==> config.mk <==
export PLATFORM = sky130hd
export DESIGN_NAME = univ_reg_n
export DESIGN_NICKNAME = d
export VERILOG_FILES = /design/src/rtl/univ_reg_n_pkg.sv /design/src/rtl/univ_reg_n_next.sv /design/src/rtl/univ_reg_n.sv
export SDC_FILE = /design/constraint.sdc
export NUM_CORES = 1
export LEC_CHECK = 0
export CORE_MARGIN = 4
export CORE_UTILIZATION = 45
export CTS_CLUSTER_DIAMETER = 30
export CTS_CLUSTER_SIZE = 24
export DETAILED_ROUTE_END_ITERATION = 8
export PLACE_DENSITY_LB_ADDON = 0.25
export REMOVE_ABC_BUFFERS = 1
export SLEW_MARGIN = 20
export SYNTH_ARGS = -nofsm -noshare
export SYNTH_HDL_FRONTEND = slang
export SYNTH_HIERARCHICAL = 1
export SYNTH_SLANG_ARGS = --single-unit
export TNS_END_PERCENT = 20
==> constraint.sdc <==
create_clock -name C -period 2.2 [get_ports C]
set_input_delay 0.44 -clock C [delete_from_list [all_inputs] [get_ports C]]
set_output_delay 0.44 -clock C [all_outputs]
set_load 0.01 [all_outputs]
==> src/rtl/univ_reg_n_pkg.sv <==
// Shared definitions for the universal N-bit register.
//   MODE_W       : width of the operation-select field
//   MODE_HOLD..  : operation encodings applied when the enable is high
package univ_reg_n_pkg;

  localparam int unsigned MODE_W = 3;

  localparam logic [MODE_W-1:0] MODE_HOLD = 3'b000;
  localparam logic [MODE_W-1:0] MODE_LOAD = 3'b001;
  localparam logic [MODE_W-1:0] MODE_SHL  = 3'b010;
  localparam logic [MODE_W-1:0] MODE_SHR  = 3'b011;
  localparam logic [MODE_W-1:0] MODE_ROL  = 3'b100;
  localparam logic [MODE_W-1:0] MODE_ROR  = 3'b101;
  localparam logic [MODE_W-1:0] MODE_INC  = 3'b110;
  localparam logic [MODE_W-1:0] MODE_DEC  = 3'b111;

endpackage : univ_reg_n_pkg

==> src/rtl/univ_reg_n_next.sv <==
// Combinational next-state / next-carry function of the universal register.
// Ports:
//   mode      : operation select
//   q, co     : current register contents and carry bit
//   d         : parallel load data
//   sil, sir  : serial-in bits for right / left shifts
//   q_next_c  : next register value for the selected operation
//   co_next_c : next carry / borrow / shift-out value
module univ_reg_next
  import univ_reg_n_pkg::*;
#(
  parameter int unsigned N = 8
) (
  input  logic [MODE_W-1:0] mode,
  input  logic [N-1:0]      q,
  input  logic              co,
  input  logic [N-1:0]      d,
  input  logic              sil,
  input  logic              sir,
  output logic [N-1:0]      q_next_c,
  output logic              co_next_c
);

  logic [N-1:0] shl_c;
  logic [N-1:0] shr_c;
  logic [N-1:0] rol_c;
  logic [N-1:0] ror_c;
  logic [N:0]   inc_c;
  logic [N-1:0] dec_c;
  logic         borrow_c;

  // Shift/rotate results; a 1-bit register has no interior bits to move.
  generate
    if (N == 1) begin : g_narrow
      assign shl_c = sir;
      assign shr_c = sil;
      assign rol_c = q;
      assign ror_c = q;
    end else begin : g_wide
      assign shl_c = {q[N-2:0], sir};
      assign shr_c = {sil, q[N-1:1]};
      assign rol_c = {q[N-2:0], q[N-1]};
      assign ror_c = {q[0], q[N-1:1]};
    end
  endgenerate

  // Increment carries out of the top bit; decrement borrows only from zero.
  assign inc_c    = {1'b0, q} + (N+1)'(1);
  assign dec_c    = q - N'(1);
  assign borrow_c = (q == '0);

  // Mode select; HOLD keeps both the value and the carry bit.
  always_comb begin
    q_next_c  = q;
    co_next_c = co;
    case (mode)
      MODE_HOLD: begin
        q_next_c  = q;
        co_next_c = co;
      end
      MODE_LOAD: begin
        q_next_c  = d;
        co_next_c = 1'b0;
      end
      MODE_SHL: begin
        q_next_c  = shl_c;
        co_next_c = q[N-1];
      end
      MODE_SHR: begin
        q_next_c  = shr_c;
        co_next_c = q[0];
      end
      MODE_ROL: begin
        q_next_c  = rol_c;
        co_next_c = q[N-1];
      end
      MODE_ROR: begin
        q_next_c  = ror_c;
        co_next_c = q[0];
      end
      MODE_INC: begin
        q_next_c  = inc_c[N-1:0];
        co_next_c = inc_c[N];
      end
      MODE_DEC: begin
        q_next_c  = dec_c;
        co_next_c = borrow_c;
      end
      default: begin
        q_next_c  = q;
        co_next_c = co;
      end
    endcase
  end

endmodule : univ_reg_next

==> src/rtl/univ_reg_n.sv <==
// Universal N-bit register: hold, load, shifts, rotates, increment, decrement.
// Ports:
//   C    : clock, rising edge
//   R    : synchronous active-high reset to RESET_VAL (highest priority)
//   P    : synchronous active-high preset to PRESET_VAL
//   L    : operation enable; when low the register holds
//   MODE : operation select (see univ_reg_n_pkg)
//   D    : parallel load data
//   SIL  : serial-in at the MSB on a right shift
//   SIR  : serial-in at the LSB on a left shift
//   Q    : register contents
//   Qbar : bitwise inverse of Q
//   CO   : registered carry / borrow / shifted-out bit
//   Z    : zero flag, follows Q combinationally
module univ_reg_n
  import univ_reg_n_pkg::*;
#(
  parameter int unsigned   N          = 8,
  parameter logic [N-1:0]  PRESET_VAL = {N{1'b1}},
  parameter logic [N-1:0]  RESET_VAL  = '0
) (
  input  logic              C,
  input  logic              R,
  input  logic              P,
  input  logic              L,
  input  logic [MODE_W-1:0] MODE,
  input  logic [N-1:0]      D,
  input  logic              SIL,
  input  logic              SIR,
  output logic [N-1:0]      Q,
  output logic [N-1:0]      Qbar,
  output logic              CO,
  output logic              Z
);

  logic [N-1:0] q_r;
  logic         co_r;
  logic [N-1:0] q_next_c;
  logic         co_next_c;

  univ_reg_next #(
    .N (N)
  ) u_next (
    .mode      (MODE),
    .q         (q_r),
    .co        (co_r),
    .d         (D),
    .sil       (SIL),
    .sir       (SIR),
    .q_next_c  (q_next_c),
    .co_next_c (co_next_c)
  );

  // State flops: reset beats preset beats enabled operation beats hold.
  always_ff @(posedge C) begin
    if (R) begin
      q_r  <= RESET_VAL;
      co_r <= 1'b0;
    end else if (P) begin
      q_r  <= PRESET_VAL;
      co_r <= 1'b0;
    end else if (L) begin
      q_r  <= q_next_c;
      co_r <= co_next_c;
    end
  end

  // Qbar is a pure inversion of the flop, so it shares Q's latency exactly.
  assign Q    = q_r;
  assign Qbar = ~q_r;
  assign CO   = co_r;
  assign Z    = (q_r == '0);

endmodule : univ_reg_n

### Yosys cells after proc, flatten, opt, wreduce, memory -nomap -nowiden

Cells that the tools add are included.
W data, S select, Z words.

* bits in registers: 9
* input port bits: 17
* output and inout port bits: 18
* logic and storage cells: 26

* add/subtract/negate cells: 2
* equal/unequal tests: 8
* multiplexer cells: 4
* bitwise operators: 2
* reductions and logical operators: 8

Operators by type and width (number)
* $pmux W8 S7: 1
* $mux W8: 2
* $eq A3 B3 Y1 const B: 4
* $add A8 B1 Y9 const B: 1
* $logic_not A8 Y1: 1
* $not A8 Y8: 1
* $sub A8 B1 Y8 const B: 1
* $eq A3 B2 Y1 const B: 2
* $reduce_or A2 Y1: 3
* $pmux W1 S5: 1
* $reduce_and A2 Y1: 2
* $eq A3 B1 Y1 const B: 1
* $logic_not A3 Y1: 1
* $ne A2 B2 Y1 const B: 1
* $reduce_bool A2 Y1: 1
* $not A1 Y1: 1

### Depth between registers and ports, before layout

Gate-level depths: netlist of run 1.

* word-level depth: 4
* gate-level depth with buffers: 10
* depth with buffers taken out: 9

### Cells and area by module

Netlist of run 1, hierarchy kept.

Modules (own cells, without submodules)
* univ_reg_next: instances 1, cells each 126, area an instance 818.3 um2, seq. area each 0.0 um2
* univ_reg_n: instances 1, cells each 41, area an instance 379.1 um2, seq. area each 180.2 um2

### Worst setup path after synthesis of run 1

Ideal clock, no wire load.

* path kind: flip-flop to flip-flop
* from: register q_r[0] (netlist: Q[0])
* to: register q_r[6] (netlist: Q[6])
* library setup time: 130 ps
* arrival time: 1658 ps
* data required time: 2070 ps
* path slack: 412 ps
* stages on the path, launching flop included: 11
* buffers on the path: 1
* period minus slack after synthesis: 1788 ps
* cells stage by stage: dfxtp_1 buf_2 inv_1 ha_1 nor2b_1 nand2_1 xor2_1 a2bb2oi_1 nor2_1 mux2i_1 a21oi_1

* word-level cells in the longest chain between the ends: 4
* elaborated cells between the ends (all ways): 5
* those cells by class: add/sub: 2; mux: 3

Ends and longest elaborated chain
* from (decl): line univ_reg_n.sv:36 `logic [N-1:0] q_r;`
* from (signal assigned): line univ_reg_n.sv:63 `q_r <= q_next_c;`
* $sub A8 B1 Y8 / $add A8 B1 Y9 (equally long branches): line univ_reg_n_next.sv:49, univ_reg_n_next.sv:48
* $pmux W8 S7 *: line univ_reg_n_next.sv:56 `case (mode)`
* named net q_next_c[6]: line univ_reg_n.sv:38 `logic [N-1:0] q_next_c;`
* $mux W8 *: line univ_reg_n.sv:62 `end else if (L) begin`
* $mux W8 *: line univ_reg_n.sv:59 `end else if (P) begin`

Mark *: on every way through the listed nets, which the timed path passes. The rest lies on a longest branch. The select of a mux whose other input is x is not followed.
A chain may end at the register's enable or synchronous reset.

### Worst setup path after layout of run 1

* from: input MODE[0]
* to: register q_r[5] (netlist: Q[5])

* word-level cells in the longest chain between the ends: 4
* elaborated cells between the ends (all ways): 13
* those cells by class: eq/ne: 8; mux: 3; reduce/logical: 2

Ends and longest elaborated chain
* from (decl): line univ_reg_n.sv:26 `input logic [MODE_W-1:0] MODE,`
* $eq A3 B3 Y1, or another cell as far along: line univ_reg_n_next.sv:56
* $pmux W8 S7 *: line univ_reg_n_next.sv:56
* named net q_next_c[5]: line univ_reg_n.sv:38
* $mux W8 *: line univ_reg_n.sv:62
* $mux W8 *: line univ_reg_n.sv:59

Marked as above.

==> impl_results.md, run 1 <==
- Worst-Skew Late Latency: 0.25 ns
- Max incr delay on CP: 0.51 ns
- Top cells by area, synth: dfxtp_1 15%, a21oi_1 8.4%, mux2i_1 8.4%, nor2_1 4.4%, xnor2_1 4.4%
- Ys flop type: dfxtp_1
- Commonest non-fill, non-tap cell in the layout: clkdlybuf4s50_1
- Synth area leader: dfxtp_1
- Ys Warns: 6
- Crit. End Element: flip-flop
- Post-synth EDFFs: 0
- CP Capture Point: Q[5]$_SDFFE_PP0P_
- Fin nets: ~230
- CTS tree: done
- Commonest cells after routing, fill and taps aside: 32 x clkdlybuf4s50_1, 21 x buf_4, 20 x a21oi_1
- DP Worst Slack: -0.1057 ns
- Post-Syn Area: about 0.0012 mm²
- Vias per cell: ~5.8
- Vias: ~1.4k
- RSZ-0062 raised after global routing: false
- Synth Area per Inst: roughly 7.2 µm²
- Synth Instances: ~170
- CP Launch Type: input port
- Switch Pwr: around 0.25 mW
- Reg clk slew, reported paths: 0.06 ns
- Die ar.: around 0.0036 mm²
- Min-Delay Path Class: reg -> reg
- Fmax: a little over 500 MHz
- Ports: 35
- Fin util: between 60% and 70%
- Worst Setup Slack, final: between 0.2 and 0.25 ns
- Total GRT Usage: about 21%
- Post-synthesis cell type count: 48
- Worst Tran Pin Value: approximately 0.53 ns
- Sequential share of power: 26.9%
- H-Tree Level Count: 1
- Period utilization: about 90%
- # hold bufs at CTS: 0
- Reg2Reg Depth: 9
- Critical path class: in -> reg
- First-pass GRT wire length: 5885 µm
- TritonCTS buffer count: 3
- R2r endpoint: CO$_SDFFE_PP0P_
- Pins Over Slew Limit: 0
- Die Wd: roughly 60 µm
- Worst setup startpoint: MODE[0]
- Synthesis-to-layout area growth: 41.38%
- Max transition margin: ~64%
- Cell row count: 18
- Placeable Area: approximately 0.0025 mm²
- Crit path max-delay family: buffers and inverters
- Clock Sinks: 9
- Maximum clock insertion buffer count: 2
- Layout cell share with drive strength beyond 1: 15.49%
- 1st-iter DRT viols: 73
- Min cycle time layout: between 1.5 and 2 ns
- Logic gate share of total power: 55.5%
- Leakage: approximately 0.71 nW
- Run status: finished, final reports clean
- RR Startpoint: Q[0]$_SDFFE_PP0P_
- CP required: 2.33 ns
- Initial Util: 47.90%
- GRT Residual Overflow: 0
- Total wire length after detailed routing: approximately 3500 µm
- Worst Path Arrival: 2.10 ns
- Gpl congestion: slightly below 0.9
- Post-route ant nets: 0
- Wire per inst: 14.31 µm
- Max-cap viol count: 0
- Clock share of power: between 15 and 20%
- CP Max Fanout: 19
- Sw Share: 36.18%
- Largest net degree at the start of global routing: 20
- ANT cells: 0
- DRC Markers: 0
- Final hold vios: 0
- Fill cells: between 200 and 250
- CP cell instances: clkdlybuf4s50_1 -> buf_12 -> buf_4 -> nor2b_1 -> a211oi_1 -> a211oi_1 -> nor2_1 -> o21ai_1 -> mux2i_1 -> a21oi_1
- Die height: approximately 60 µm
- Most common cell type on the critical path: a211oi_1
- Post-DP HPWL: approximately 2700 µm
- Power per Cell Area: ~400 mW/mm²
- Register-to-register path setup slack: ~0.25 ns
- Final setup violation count: 0
- Sequential share of the synthesized area: between 10% and 20%
- Drt first pass iters: 5
- Seq cells post-synth: 9
- Clock Root Buffer: clkbuf_4
- Async SR Flop Fraction: 0%
- Critical path depth: 10
- Yosys top cell area share: around 15%
- Final hold slack: about 0.58 ns
- P_int: ~0.44 mW
- Placed cells: approximately 240
- Setup Skew: 0.002162 ns
- Worst Path Buf+Inv: 3
- Antenna violations before repair: 0
- Worst vdd ir: between 0.4 and 0.5 mV
- Final instance count without filler cells: around 240
- Worst path slowest cell: clkdlybuf4s50_1
- Vias in the first global route: 1309
- Input/output buffers: 34
[how the worst min path moves through the flow]
| stage | startpoint | endpoint | slack (ns) | cells past startpoint |
|---|---|---|---|---|
| 4_1_cts | CO$_SDFFE_PP0P_ | CO$_SDFFE_PP0P_ | 0.58 | 2 |
| 3_3_place_gp | CO$_SDFFE_PP0P_ | CO$_SDFFE_PP0P_ | 0.54 | 2 |
| 2_1_floorplan | R | Q[0]$_SDFFE_PP0P_ | 0.51 | 1 |
| 5_1_grt | CO$_SDFFE_PP0P_ | CO$_SDFFE_PP0P_ | 0.62 | 2 |
| 6_report | CO$_SDFFE_PP0P_ | CO$_SDFFE_PP0P_ | 0.58 | 2 |
| 3_5_place_dp | CO$_SDFFE_PP0P_ | CO$_SDFFE_PP0P_ | 0.57 | 2 |
[Yosys cell counts (2+ instances only)]
master     number
o21ai_1         2
inv_1          13
nor2_1         14
a211oi_1        4
a21oi_1        20
nand2_1        11
nand4_1         2
xnor2_1         6
buf_6           3
xor2_1          2
a31oi_1         3
nor3_1          3
a2bb2oi_1       3
buf_4           2
dfxtp_1         9
buf_2           7
ha_1            2
or4_1           4
o21ai_0         6
o31ai_1         3
o211ai_1        3
nor2b_1         6
nand3_1         3
a32oi_1         2
mux2i_1        10
nor3_2          2
[power by group through the flow]
stage | Sequential (mW) | Clock [mW] | Combinational [mW]
after floorplan | 0.217 | 0 | 0.157
final | 0.184 | 0.120 | 0.380
after CTS | 0.185 | 0.125 | 0.378
after detailed placement | 0.188 | 0 | 0.377
after global placement | 0.188 | 0 | 0.373
after global routing | 0.186 | 0.136 | 0.415
[through the flow]
step	cell area, µm²	setup TNS (ns)	total power [mW]
after floorplan	1106	0	0.3740
after global placement	1662	-0.03683	0.5601
after detailed placement	1662	-0.1964	0.5646
after CTS	1688	0	0.6881
after global routing	1693	0	0.7375
final	1693	0	0.6847
[layer usage]
layer	wire length, µm	global-route usage, %
met1	1636	29.63
met2	1629	33.54
met3	197	2.179
met4	15	4.430
met5	0	0
[registers in the layout (all words and copies together), names as in the netlist]
name	cells
Q	8
CO	1
[cell families (layout without fill, tap and decap cells)]
logic type / after synthesis / after routing / synth area share (%)
AO/OA/AOI/OAI: 53 / 53 / 28.53
AND/OR/NAND/NOR: 58 / 58 / 28.42
buffers and inverters: 27 / 73 / 11.70
adder cells (fa/ha/maj): 2 / 2 / 2.090
XOR/XNOR: 8 / 8 / 5.852
flip-flops: 9 / 9 / 15.05
multiplexers: 10 / 10 / 8.360
[worst register-to-register path, stage by stage (launching register included)]
cell,delay (ns)
dfxtp_1,0.30
buf_4,0.18
inv_1,0.09
ha_1,0.23
nor2b_1,0.22
nand2_1,0.11
or4_1,0.41
nand4_1,0.11
mux2i_1,0.08
nor3_1,0.15
[area by class of cell]
cell class	instances	area (µm²)	area share, %
Tap cell	30	37.54	2.217
Inverter	13	48.80	2.882
Multi-Input combinational cell	131	877.1	51.81
Sequential cell	9	180.2	10.64
Clock buffer	4	26.28	1.552
Timing Repair Buffer	56	523.0	30.89
[repair_timing]
item / 4_1_cts / 5_1_grt
setup endpoints to repair: 0 / 2
setup buffers: 0 / 0
gates resized for setup: 0 / 2
Note: power is estimated with default switching activity, not from simulation.
==> run 2, diff against run 1 <==
Settings changed: CORE_MARGIN 4 to 2.
==> impl_results.md, run 2 (synthesis results as in run 1) <==
- CP required: around 2.4 ns
- Reg clk slew, reported paths: around 0.060 ns
- Synthesis-to-layout area growth: 41.69%
- Fmax: slightly above 500 MHz
- Fin nets: roughly 240
- Setup Skew: around 0.0016 ns
- GRT Residual Overflow: 0
- Worst hold path startpoint: CO$_SDFFE_PP0P_
- First-pass GRT wire length: 5982 µm
- Min cycle time layout: a little under 2 ns
- ANT cells: 0
- Die Wd: 55.59 µm
- Leakage: roughly 0.7 nW
- H-Tree Level Count: 1
- Highest metal used: met4
- Final TNS setup: 0 ns
- Worst Setup Slack, final: approximately 0.23 ns
- Post-route cell area: between 0.0015 and 0.002 mm²
- Final hold slack: ~0.56 ns
- TritonCTS buffer count: 3
- Ports: 35
- Total wire length after detailed routing: around 3600 µm
- Period utilization: around nine tenths
- Number of flip-flops in the largest register: 8
- Worst vdd ir: 0.3906 mV
- RSZ-0062 raised after global routing: false
- Input/output buffers: 34
- DP Worst Slack: -0.009688 ns
- Worst Tran Pin Value: ~0.52 ns
- Wire per inst: 14.58 µm
- Antenna violations before repair: 0
- Multi-input gate area: 877.1 µm²
- Vias: 1404
- Commonest non-fill, non-tap cell in the layout: clkdlybuf4s50_1
- CTS tree: done
- 1st-iter DRT viols: 64
- Largest net degree at the start of global routing: 14
- Placeable Area: between 0.002 and 0.0025 mm²
- Max transition margin: roughly 65%
- CP Launch Type: input port
- Maximum clock insertion buffer count: 2
- Die height: 55.59 µm
- DRC Markers: 0
- Gpl congestion: slightly above 0.9
- Die ar.: between 0.003 and 0.004 mm²
- Min-Delay Path Class: reg -> reg
- Metal-1 WL: 1632 µm
- Layout cell share with drive strength beyond 1: 16.67%
- Worst setup startpoint: MODE[1]
- WL met2: around 1600 µm
- Initial Util: a little under half
- Register Area: between 150 and 200 µm²
- Total GRT Usage: about a quarter
- Max-cap viol count: 0
- Cell row count: 18
- Worst Path Arrival: roughly 2.2 ns
- Final setup violation count: 0
- Clock Sinks: 9
- CP Max Fanout: 8
- RR Startpoint: Q[0]$_SDFFE_PP0P_
- Post-DP HPWL: roughly 2800 µm
- Power per Cell Area: around 410 mW/mm²
- Drt first pass iters: 4
- Worst-Skew Late Latency: approximately 0.26 ns
- Commonest cells after routing, fill and taps aside: 33 x clkdlybuf4s50_1, 25 x buf_4, 20 x a21oi_1
- Post-route ant nets: 0
- Run status: finished, final reports clean
- DP Area: ~0.0017 mm²
- Met3 routed WL: between 200 and 250 µm
- Clock Root Buffer: clkbuf_4
- Vias per cell: ~5.7
- Final hold vios: 0
- Pins Over Slew Limit: 0
- Vias in the first global route: 1302
- Critical path class: in -> reg
- Crit. End Element: flip-flop
- Fill cells: 232
run 2: area by class of cell:
cell class,count,share of cell area (%)
flip-flops and latches,9,10.62
clock buffers,4,1.549
well taps,30,2.212
repair buffers,59,31.05
multi-input cells,131,51.70
inverters,13,2.876
run 2: report_power, final:
part	internal (mW)	leakage, nW	switching (mW)	total, mW
combinational	0.193	0.606	0.192	0.385
clock	0.0696	0.0150	0.0536	0.123
sequential	0.177	0.0752	0.00636	0.183
run 2: what timing repair did:
item,in CTS,in global routing
gates resized for setup,1,0
hold endpoints to repair,0,0
buffers inserted,0,0
hold buffers,0,0
setup endpoints to repair,1,0
run 2: final timing paths:
check	to	slack, ns	cells after the start
max	CO$_SDFFE_PP0P_	0.23	7
min	CO$_SDFFE_PP0P_	0.56	2
max reg2reg	CO$_SDFFE_PP0P_	0.29	9
min reg2reg	CO$_SDFFE_PP0P_	0.56	2
run 2: layer usage:
metal,global-route usage (%),vias to the layer above
met4,8.362,0
met2,36.73,50
li1,-,704
met5,0,-
met3,2.326,8
met1,33.14,642
run 2: critical path, stage by stage:
cell,delay [ns]
clkdlybuf4s50_1,0.60
buf_4,0.21
nand3_4,0.07
or4_1,0.50
nand4_1,0.12
mux2i_1,0.08
nor3_1,0.13
run 2: per-stage QoR:
| stage | utilization [%] | std cells | power [mW] |
|---|---|---|---|
| global route | 67.87 | 246 | 0.7402 |
| CTS | 67.87 | 246 | 0.6951 |
| finish | 67.87 | 246 | 0.6908 |
| floorplan | - | 153 | 0.3740 |
| global placement | 66.87 | 242 | 0.5606 |
| detailed placement | 66.87 | 242 | 0.5677 |
